[src/rtl/acappella_pkg.sv]
// Shared types and constants for the acappella audio playback path.
package acappella_pkg;

    typedef struct packed {
        logic signed [15:0] left;
        logic signed [15:0] right;
    } stereo_sample_t;

    localparam int OUT_FIFO_DEPTH = 16;
    localparam int UNDERRUN_W     = 16;

    function automatic logic [UNDERRUN_W-1:0] sat_inc(input logic [UNDERRUN_W-1:0] v);
        if (v == {UNDERRUN_W{1'b1}}) begin
            return v;
        end else begin
            return v + {{(UNDERRUN_W-1){1'b0}}, 1'b1};
        end
    endfunction

endpackage

[src/rtl/sample_ram.sv]
// DEPTH x 32 sample storage: synchronous write, asynchronous read from a register array.
module sample_ram
    import acappella_pkg::*;
#(
    parameter int DEPTH = OUT_FIFO_DEPTH,
    parameter int AW    = $clog2(DEPTH)
) (
    input  logic           clk,
    input  logic           wr_en,
    input  logic [AW-1:0]  wr_addr,
    input  stereo_sample_t wr_data,
    input  logic [AW-1:0]  rd_addr,
    output stereo_sample_t rd_data
);

    stereo_sample_t mem_r [DEPTH];

    // Sample write port
    always_ff @(posedge clk) begin
        if (wr_en) begin
            mem_r[wr_addr] <= wr_data;
        end
    end

    assign rd_data = mem_r[rd_addr];

endmodule

[src/rtl/stereo_out_fifo.sv]
// Elastic stereo sample buffer feeding independent left/right DAC sinks,
// with a saturating count of DAC starvation intervals.
module stereo_out_fifo
    import acappella_pkg::*;
#(
    parameter int DEPTH = OUT_FIFO_DEPTH,
    parameter int AW    = $clog2(DEPTH)
) (
    input  logic                  i_clk,
    input  logic                  i_rst,
    input  logic                  i_flush,
    input  logic                  in_valid,
    input  logic [31:0]           in_data,
    output logic                  in_ready,
    output logic [15:0]           to_dac_left_channel_data,
    output logic                  to_dac_left_channel_valid,
    input  logic                  to_dac_left_channel_ready,
    output logic [15:0]           to_dac_right_channel_data,
    output logic                  to_dac_right_channel_valid,
    input  logic                  to_dac_right_channel_ready,
    output logic [AW:0]           o_level,
    output logic [UNDERRUN_W-1:0] o_underrun_cnt
);

    localparam logic [AW:0]   LEVEL_FULL = (AW+1)'(DEPTH);
    localparam logic [AW:0]   LEVEL_ZERO = (AW+1)'(0);
    localparam logic [AW:0]   LEVEL_ONE  = (AW+1)'(1);
    localparam logic [AW-1:0] PTR_ONE    = AW'(1);

    logic [AW-1:0]         wr_ptr_r;
    logic [AW-1:0]         rd_ptr_r;
    logic [AW:0]           level_r;
    logic                  left_done_r;
    logic                  right_done_r;
    logic                  starved_r;
    logic [UNDERRUN_W-1:0] underrun_cnt_r;
    stereo_sample_t        hold_r;

    stereo_sample_t head_s;
    logic           nonempty_s;
    logic           push_s;
    logic           pop_s;
    logic           left_acc_s;
    logic           right_acc_s;
    logic           starved_s;

    sample_ram #(
        .DEPTH (DEPTH),
        .AW    (AW)
    ) u_ram (
        .clk     (i_clk),
        .wr_en   (push_s),
        .wr_addr (wr_ptr_r),
        .wr_data (stereo_sample_t'(in_data)),
        .rd_addr (rd_ptr_r),
        .rd_data (head_s)
    );

    // Handshake decode; every output here depends only on state and flush.
    always_comb begin
        nonempty_s                 = (level_r != LEVEL_ZERO);
        in_ready                   = (level_r != LEVEL_FULL) && !i_flush;
        to_dac_left_channel_valid  = nonempty_s && !left_done_r && !i_flush;
        to_dac_right_channel_valid = nonempty_s && !right_done_r && !i_flush;
        push_s                     = in_valid && in_ready;
        left_acc_s                 = to_dac_left_channel_valid && to_dac_left_channel_ready;
        right_acc_s                = to_dac_right_channel_valid && to_dac_right_channel_ready;
        pop_s                      = nonempty_s && !i_flush
                                     && (left_done_r || left_acc_s)
                                     && (right_done_r || right_acc_s);
        starved_s                  = !nonempty_s && to_dac_left_channel_ready;
        // Empty FIFO keeps showing the last presented sample (zero after reset).
        if (nonempty_s) begin
            to_dac_left_channel_data  = head_s.left;
            to_dac_right_channel_data = head_s.right;
        end else begin
            to_dac_left_channel_data  = hold_r.left;
            to_dac_right_channel_data = hold_r.right;
        end
    end

    // Pointers, level and per-half delivery flags
    always_ff @(posedge i_clk or negedge i_rst) begin
        if (!i_rst) begin
            wr_ptr_r     <= {AW{1'b0}};
            rd_ptr_r     <= {AW{1'b0}};
            level_r      <= LEVEL_ZERO;
            left_done_r  <= 1'b0;
            right_done_r <= 1'b0;
        end else if (i_flush) begin
            wr_ptr_r     <= {AW{1'b0}};
            rd_ptr_r     <= {AW{1'b0}};
            level_r      <= LEVEL_ZERO;
            left_done_r  <= 1'b0;
            right_done_r <= 1'b0;
        end else begin
            if (push_s) begin
                wr_ptr_r <= wr_ptr_r + PTR_ONE;
            end
            if (pop_s) begin
                rd_ptr_r     <= rd_ptr_r + PTR_ONE;
                left_done_r  <= 1'b0;
                right_done_r <= 1'b0;
            end else begin
                left_done_r  <= left_done_r | left_acc_s;
                right_done_r <= right_done_r | right_acc_s;
            end
            case ({push_s, pop_s})
                2'b10:   level_r <= level_r + LEVEL_ONE;
                2'b01:   level_r <= level_r - LEVEL_ONE;
                default: level_r <= level_r;
            endcase
        end
    end

    // Starvation edge detect and saturating interval counter
    always_ff @(posedge i_clk or negedge i_rst) begin
        if (!i_rst) begin
            starved_r      <= 1'b0;
            underrun_cnt_r <= {UNDERRUN_W{1'b0}};
        end else if (i_flush) begin
            starved_r      <= 1'b0;
            underrun_cnt_r <= {UNDERRUN_W{1'b0}};
        end else begin
            starved_r <= starved_s;
            if (starved_s && !starved_r) begin
                underrun_cnt_r <= sat_inc(underrun_cnt_r);
            end
        end
    end

    // Capture of the presented head for the empty-FIFO hold value
    always_ff @(posedge i_clk or negedge i_rst) begin
        if (!i_rst) begin
            hold_r <= '{left: 16'sd0, right: 16'sd0};
        end else if (nonempty_s) begin
            hold_r <= head_s;
        end
    end

    assign o_level        = level_r;
    assign o_underrun_cnt = underrun_cnt_r;

endmodule

[config.mk]
export PLATFORM = sky130hd
export DESIGN_NAME = stereo_out_fifo
export DESIGN_NICKNAME = d
export VERILOG_FILES = /design/src/rtl/acappella_pkg.sv /design/src/rtl/sample_ram.sv /design/src/rtl/stereo_out_fifo.sv
export SDC_FILE = /design/constraint.sdc
export NUM_CORES = 1
export LEC_CHECK = 0
export ABC_AREA = 1
export CORE_MARGIN = 2
export CORE_UTILIZATION = 32
export DETAILED_ROUTE_END_ITERATION = 8
export SLEW_MARGIN = 20
export SYNTH_ARGS = -nofsm -noshare
export SYNTH_HDL_FRONTEND = slang
export SYNTH_SLANG_ARGS = --single-unit
export TNS_END_PERCENT = 100
[constraint.sdc]
create_clock -name i_clk -period 5.27 [get_ports i_clk]
set_input_delay 1.054 -clock i_clk [delete_from_list [all_inputs] [get_ports i_clk]]
set_output_delay 1.054 -clock i_clk [all_outputs]
set_load 0.02 [all_outputs]
==> results.sh, run 1 <==
export IMPL_status="complete, no violations"
export IMPL_area_growth_pct=18.2
export IMPL_ctsHtreeMaxLevel=2
export IMPL_clk_transition_reported_paths_ns=0.06
export IMPL_vias=14567
export IMPL_end_kind="output port"
export IMPL_r2r_start="o_level[1]$_DFFE_PN0P_"
export IMPL_dr_pass1_iters=5
export IMPL_async_reset_ff_share_pct=11.1
export IMPL_cts_tree="done"
export IMPL_num_rows=97
export IMPL_synth_seq_cells=576
export IMPL_setup_viol=0
export IMPL_synth_most_common_cell="edfxtp_1"
export IMPL_pin_count=94
export IMPL_die_area_mm2=0.0733
export IMPL_yosysTopAreaCell="edfxtp_1"
export IMPL_num_antenna_cells=0
export IMPL_worstSetupStartpointType="flop"
export IMPL_insertion_delay_ns=0.66
export IMPL_min_period_over_period_pct=88.7
export IMPL_yosysUniqueCellTypes=36
export IMPL_arrival_ns=3.62
export IMPL_cts_hold_buffers=0
export IMPL_clockBufferDepth=3
export IMPL_coreArea_mm2=0.0703
export IMPL_cp_max_fo=60
export IMPL_place_congestion=0.791
export IMPL_vias_per_cell=5.18
export IMPL_grt_max_degree=217
export IMPL_overflow=0
export IMPL_setup_worst_path_class="flop to output port"
export IMPL_finalCriticalPeriod_ns=4.67
export IMPL_post_cts_setup_buffer_count=0
export IMPL_synthTopCellsByArea="edfxtp_1 67%, dfrtp_1 7.0%, nor2_1 6.0%, o21ai_0 6.0%, o221ai_1 3.4%"
export IMPL_vdd_ir_drop_max_uv=278
export IMPL_dieWidth_um=271
export IMPL_totalWireLength_um=59500
export IMPL_cts_root_buf="clkbuf_16"
export IMPL_cts_made_buffers=60
export IMPL_syn_inst=1735
export IMPL_dp_hpwl_um=30500
export IMPL_initial_core_util_pct=32.4
export IMPL_setup_tns_final_ns=0
export IMPL_r2r_slack_ns=2.25
export IMPL_clock_sinks=576
export IMPL_rsz0062_at_grt="false"
export IMPL_power_density_mw_per_mm2=413
export IMPL_yosysSeqAreaShare_pct=74.5
export IMPL_max_slew_margin_rel_pct=34.2
export IMPL_io_buffers=93
export IMPL_layout_nets=1866
export IMPL_tightest_slew_ns=0.987
export IMPL_wire_per_inst_um=21.2
export IMPL_cts_resized=0
export IMPL_syn_cell_area_mm2=0.0228
export IMPL_fin_util_pct=38.3
export IMPL_synthTopCellsByCount="512 x edfxtp_1, 365 x nor2_1, 272 x o21ai_0"
export IMPL_rr_worst_depth=14
export IMPL_power_leakage_nw=8.86
export IMPL_antenna_found_initial=4
export IMPL_first_global_vias=14282
export IMPL_rr_endpoint="o_level[4]$_DFFE_PN0P_"
export IMPL_finalMaxSlewViolations=0
export IMPL_drc=0
export IMPL_hold_class="input pin to asynchronous set/reset pin"
export IMPL_finalHoldViolations=0
export IMPL_cp_required_ns=4.22
export IMPL_synth_edf_count=512
export IMPL_die_height_um=271
export IMPL_max_freq_mhz=214
export IMPL_drive_gt1_share_pct=9.88
export IMPL_synthFlopType="edfxtp_1"
export IMPL_cap_violations=0
export IMPL_final_antenna_net_count=0
export IMPL_grt_usage_pct=16.0
export IMPL_drt_first_iter_violations=1478
export IMPL_grt_first_pass_wirelength_um=89600
export IMPL_syn_num_nets=1781
export IMPL_fin_worst_skew_ns=0.0579
export IMPL_synth_avg_cell_area_um2=13.1
export IMPL_ys_warn_count=0
export IMPL_synth_top_area_share_pct=67.5
[logic make-up (layout without fill, tap and decap cells)]
family	after synthesis	after routing	share of synthesized area (%)
fa+ha+maj	8	8	0.439
buf+inv	156	293	3.00
xor+xnor	8	8	0.308
simple gates	517	517	9.38
flops	576	576	74.5
compound gates	470	470	12.3
[sequential cells by signal, summed over array words and instances (netlist names)]
register and count:
u_ram.mem_r 512, hold_r 32, o_underrun_cnt 16, o_level 5, rd_ptr_r 4, wr_ptr_r 4, left_done_r 1, right_done_r 1
starved_r 1
[cells in the final DEF (no fill, tap or decap), drive strengths merged]
cell / instances
clkinvlp: 2
inv: 41
nand4: 11
nor3: 5
nand2: 68
buf: 46
ha: 8
o31ai: 6
o21ai: 290
nor2: 368
o22ai: 41
o221ai: 89
dfrtp: 64
clkdlybuf4s50: 92
nand3: 64
clkbuf: 84
xor2: 4
o21a: 1
a31oi: 33
nor4: 1
o211ai: 1
clkinv: 24
a21boi: 1
a21oi: 8
bufinv: 4
xnor2: 4
edfxtp: 512
[report_power, final]
part	internal [mW]	switching (mW)	leakage (nW)
clock network	2.45	1.77	0.984
logic	0.583	1.09	2.47
registers	5.16	0.0710	5.40
[layer usage]
layer  vias up  global-route usage [%]  share of wire (%)
met5         -                       0              0.074
met4         6                    4.68                2.2
met3        98                    3.17                6.8
met2       527                    25.7                 47
met1      7283                    21.9                 44
li1       6653                       -                  -
[area by class of cell]
class	count	area, µm²
clock buffers	84	1700
clock inverters	30	304
fillers	6531	43300
inverters	41	160
multi-input cells	1003	5240
flip-flops and latches	576	17000
well taps	940	1180
repair buffers	138	1370
[how the worst max path moves through the flow]
stage	from	endpoint	slack, ns	cells after the start
2_1_floorplan	i_flush	u_ram.mem_r[11][0]$_DFFE_PP_	1.81	6
3_3_place_gp	rd_ptr_r[1]$_DFFE_PN0P_	to_dac_right_channel_data[8]	1.16	8
3_5_place_dp	rd_ptr_r[1]$_DFFE_PN0P_	to_dac_right_channel_data[8]	1.20	8
4_1_cts	rd_ptr_r[1]$_DFFE_PN0P_	to_dac_left_channel_data[15]	0.52	8
5_1_grt	rd_ptr_r[1]$_DFFE_PN0P_	to_dac_left_channel_data[15]	0.30	8
6_report	rd_ptr_r[1]$_DFFE_PN0P_	to_dac_left_channel_data[8]	0.60	6
[critical path, stage by stage, from the launching register on]
cell and delay, ns:
dfrtp_4 0.92, buf_4 0.39, o21ai_0 0.17, o221ai_1 0.25, nand3_1 0.10, a31oi_1 0.46, clkdlybuf4s50_1 0.71
[metrics by stage]
stage	std cells	total power [mW]	hold slack [ns]	cell area [µm²]	worst slack, ns
after global placement	2698	7.00	0.504	24900	1.16
after CTS	2812	11.2	0.419	26900	0.517
after global routing	2812	11.5	0.449	26900	0.302
after floorplan	1735	6.21	0.523	22800	1.81
final	2812	11.1	0.435	26900	0.598
after detailed placement	2698	7.02	0.515	24900	1.20
(Power assumes the default switching activity.)
==> inputs of run 2 (changes only) <==
--- a/config.mk
+++ b/config.mk
@@ -9,6 +9,7 @@
 export CORE_MARGIN = 2
 export CORE_UTILIZATION = 32
 export DETAILED_ROUTE_END_ITERATION = 8
+export GPL_TIMING_DRIVEN = 0
 export SLEW_MARGIN = 20
 export SYNTH_ARGS = -nofsm -noshare
 export SYNTH_HDL_FRONTEND = slang
==> constraint.sdc (replaced) <==
create_clock -name i_clk -period 5.1 [get_ports i_clk]
set_input_delay 1.02 -clock i_clk [delete_from_list [all_inputs] [get_ports i_clk]]
set_output_delay 1.02 -clock i_clk [all_outputs]
set_load 0.02 [all_outputs]
==> results.sh, run 2 (same netlist as run 1, synthesis figures left out) <==
export IMPL_hold_class="input pin to asynchronous set/reset pin"
export IMPL_end_kind="output port"
export IMPL_final_antenna_net_count=0
export IMPL_vias_per_cell=5.49
export IMPL_cts_root_buf="clkbuf_16"
export IMPL_cap_violations=0
export IMPL_finalCriticalPeriod_ns=5.00
export IMPL_largest_register_ffs=512
export IMPL_totalWireLength_um=72000
export IMPL_p_total_mw=11.7
export IMPL_dr_pass1_iters=7
export IMPL_status="complete, no violations"
export IMPL_worstSetupStartpointType="flop"
export IMPL_ctsHtreeMaxLevel=2
export IMPL_coreArea_mm2=0.0703
export IMPL_dieWidth_um=271
export IMPL_fin_util_pct=39.1
export IMPL_rsz0062_at_grt="false"
export IMPL_cp_max_fo=10
export IMPL_mostFrequentLayoutCell="edfxtp_1"
export IMPL_dp_hpwl_um=47000
export IMPL_vdd_ir_drop_max_uv=232
export IMPL_clock_sinks=576
export IMPL_use_met2_pct=31.0
export IMPL_overflow=0
export IMPL_cp_required_ns=4.08
export IMPL_die_area_mm2=0.0733
export IMPL_io_buffers=93
export IMPL_insertion_delay_ns=0.66
export IMPL_arrival_ns=3.98
export IMPL_drc=0
export IMPL_pin_count=94
export IMPL_met3_usage_pct=4.06
export IMPL_final_cell_mix="512 x edfxtp_1, 349 x nor2_1, 272 x o21ai_0"
export IMPL_cts_tree="done"
export IMPL_regMostFlops="u_ram.mem_r"
export IMPL_setup_viol=0
export IMPL_tightest_slew_ns=1.06
export IMPL_max_freq_mhz=200
export IMPL_initial_core_util_pct=32.4
export IMPL_die_height_um=271
export IMPL_first_global_vias=15648
export IMPL_power_leakage_nw=9.03
export IMPL_antenna_found_initial=1
export IMPL_place_congestion=0.829
export IMPL_cts_made_buffers=57
export IMPL_fillers=6473
export IMPL_min_period_over_period_pct=98.1
export IMPL_clockBufferDepth=3
export IMPL_clk_transition_reported_paths_ns=0.07
export IMPL_vias=15908
export IMPL_grt_busiest_layer="met2"
export IMPL_power_density_mw_per_mm2=425
export IMPL_num_rows=97
export IMPL_grt_first_pass_wirelength_um=105000
export IMPL_setup_worst_path_class="flop to output port"
export IMPL_grt_usage_pct=19.4
export IMPL_grt_max_degree=44
export IMPL_fin_ws_ns=0.0963
export IMPL_max_slew_margin_rel_pct=29.2
export IMPL_place_ws_ns=0.768
export IMPL_area_growth_pct=20.7
export IMPL_cts_hold_buffers=0
export IMPL_drive_gt1_share_pct=9.71
export IMPL_finalHoldViolations=0
export IMPL_finalMaxSlewViolations=0
export IMPL_drt_first_iter_violations=2205
export IMPL_hold_ws_ns=0.321
export IMPL_wire_per_inst_um=24.9
export IMPL_gr_usage_met1_pct=26.2
export IMPL_fin_worst_skew_ns=0.0312
export IMPL_layout_nets=1955
## run 2: changes by cell type in the layout (fill, tap and decap cells not counted), sizes merged
| cell | before | now |
|---|---|---|
| inv | 41 | 43 |
| diode | 0 | 1 |
| clkinvlp | 2 | 3 |
| bufinv | 4 | 7 |
| buf | 46 | 62 |
| clkbuf | 84 | 147 |
## run 2: power breakdown
| group | switching [mW] | internal [mW] | total [mW] |
|---|---|---|---|
| registers | 0.0722 | 5.33 | 5.40 |
| logic | 1.34 | 0.632 | 1.97 |
| clock network | 1.85 | 2.48 | 4.33 |
| total | 3.26 | 8.44 | 11.7 |
## run 2: metal layers
metal	up-vias	wire (µm)
met3	136	7270
li1	6841	-
met4	0	2100
met5	-	0
met2	915	33700
met1	8016	28900
## run 2: layout make-up
cell class | count | area [µm²] | share of cell area [%]
flip-flops and latches | 576 | 17000 | 61.7
multi-input cells | 1003 | 5250 | 19.1
clock buffers | 71 | 1520 | 5.52
repair buffers | 115 | 1490 | 5.41
well taps | 940 | 1180 | 4.28
plain buffers | 115 | 532 | 1.93
clock inverters | 36 | 409 | 1.49
inverters | 41 | 154 | 0.560
diodes | 1 | 2.50 | 0.00910
## run 2: repair_timing
action                     4_1_cts  5_1_grt
setup endpoints to repair        0        2
resized for setup                0        3
buffers inserted                 0        0
## run 2: worst max-delay path: stages, from the launching register on
cell and delay, ns:
dfrtp_1 0.41, buf_2 0.28, clkbuf_1 0.67, o21ai_0 0.19, o221ai_1 0.32, nand3_1 0.23
a31oi_1 0.52, clkdlybuf4s50_1 0.72
## run 2: path summary, 6_finish.rpt
path / startpoint / endpoint / slack [ns] / cells after the start
setup / recovery: rd_ptr_r[1]$_DFFE_PN0P_ / to_dac_left_channel_data[11] / 0.1 / 7
hold reg to reg: o_underrun_cnt[2]$_DFFE_PN0P_ / o_underrun_cnt[2]$_DFFE_PN0P_ / 0.53 / 1
hold / removal: i_rst / hold_r[6]$_DFFE_PN0N_ / 0.32 / 1
setup reg to reg: rd_ptr_r[2]$_DFFE_PN0P_ / hold_r[27]$_DFFE_PN0N_ / 2.23 / 6
max in group asynchronous: i_rst / hold_r[0]$_DFFE_PN0N_ / 4.13 / 2
min in group i_clk: o_underrun_cnt[2]$_DFFE_PN0P_ / o_underrun_cnt[2]$_DFFE_PN0P_ / 0.53 / 1
## run 2: per-stage QoR
step / cell area, µm² / cells / TNS (ns)
2_1_floorplan: 22800 / 1735 / 0
3_3_place_gp: 24900 / 2768 / -286.24
3_5_place_dp: 25600 / 2790 / 0
4_1_cts: 27500 / 2897 / 0
5_1_grt: 27500 / 2897 / 0
6_report: 27500 / 2898 / 0
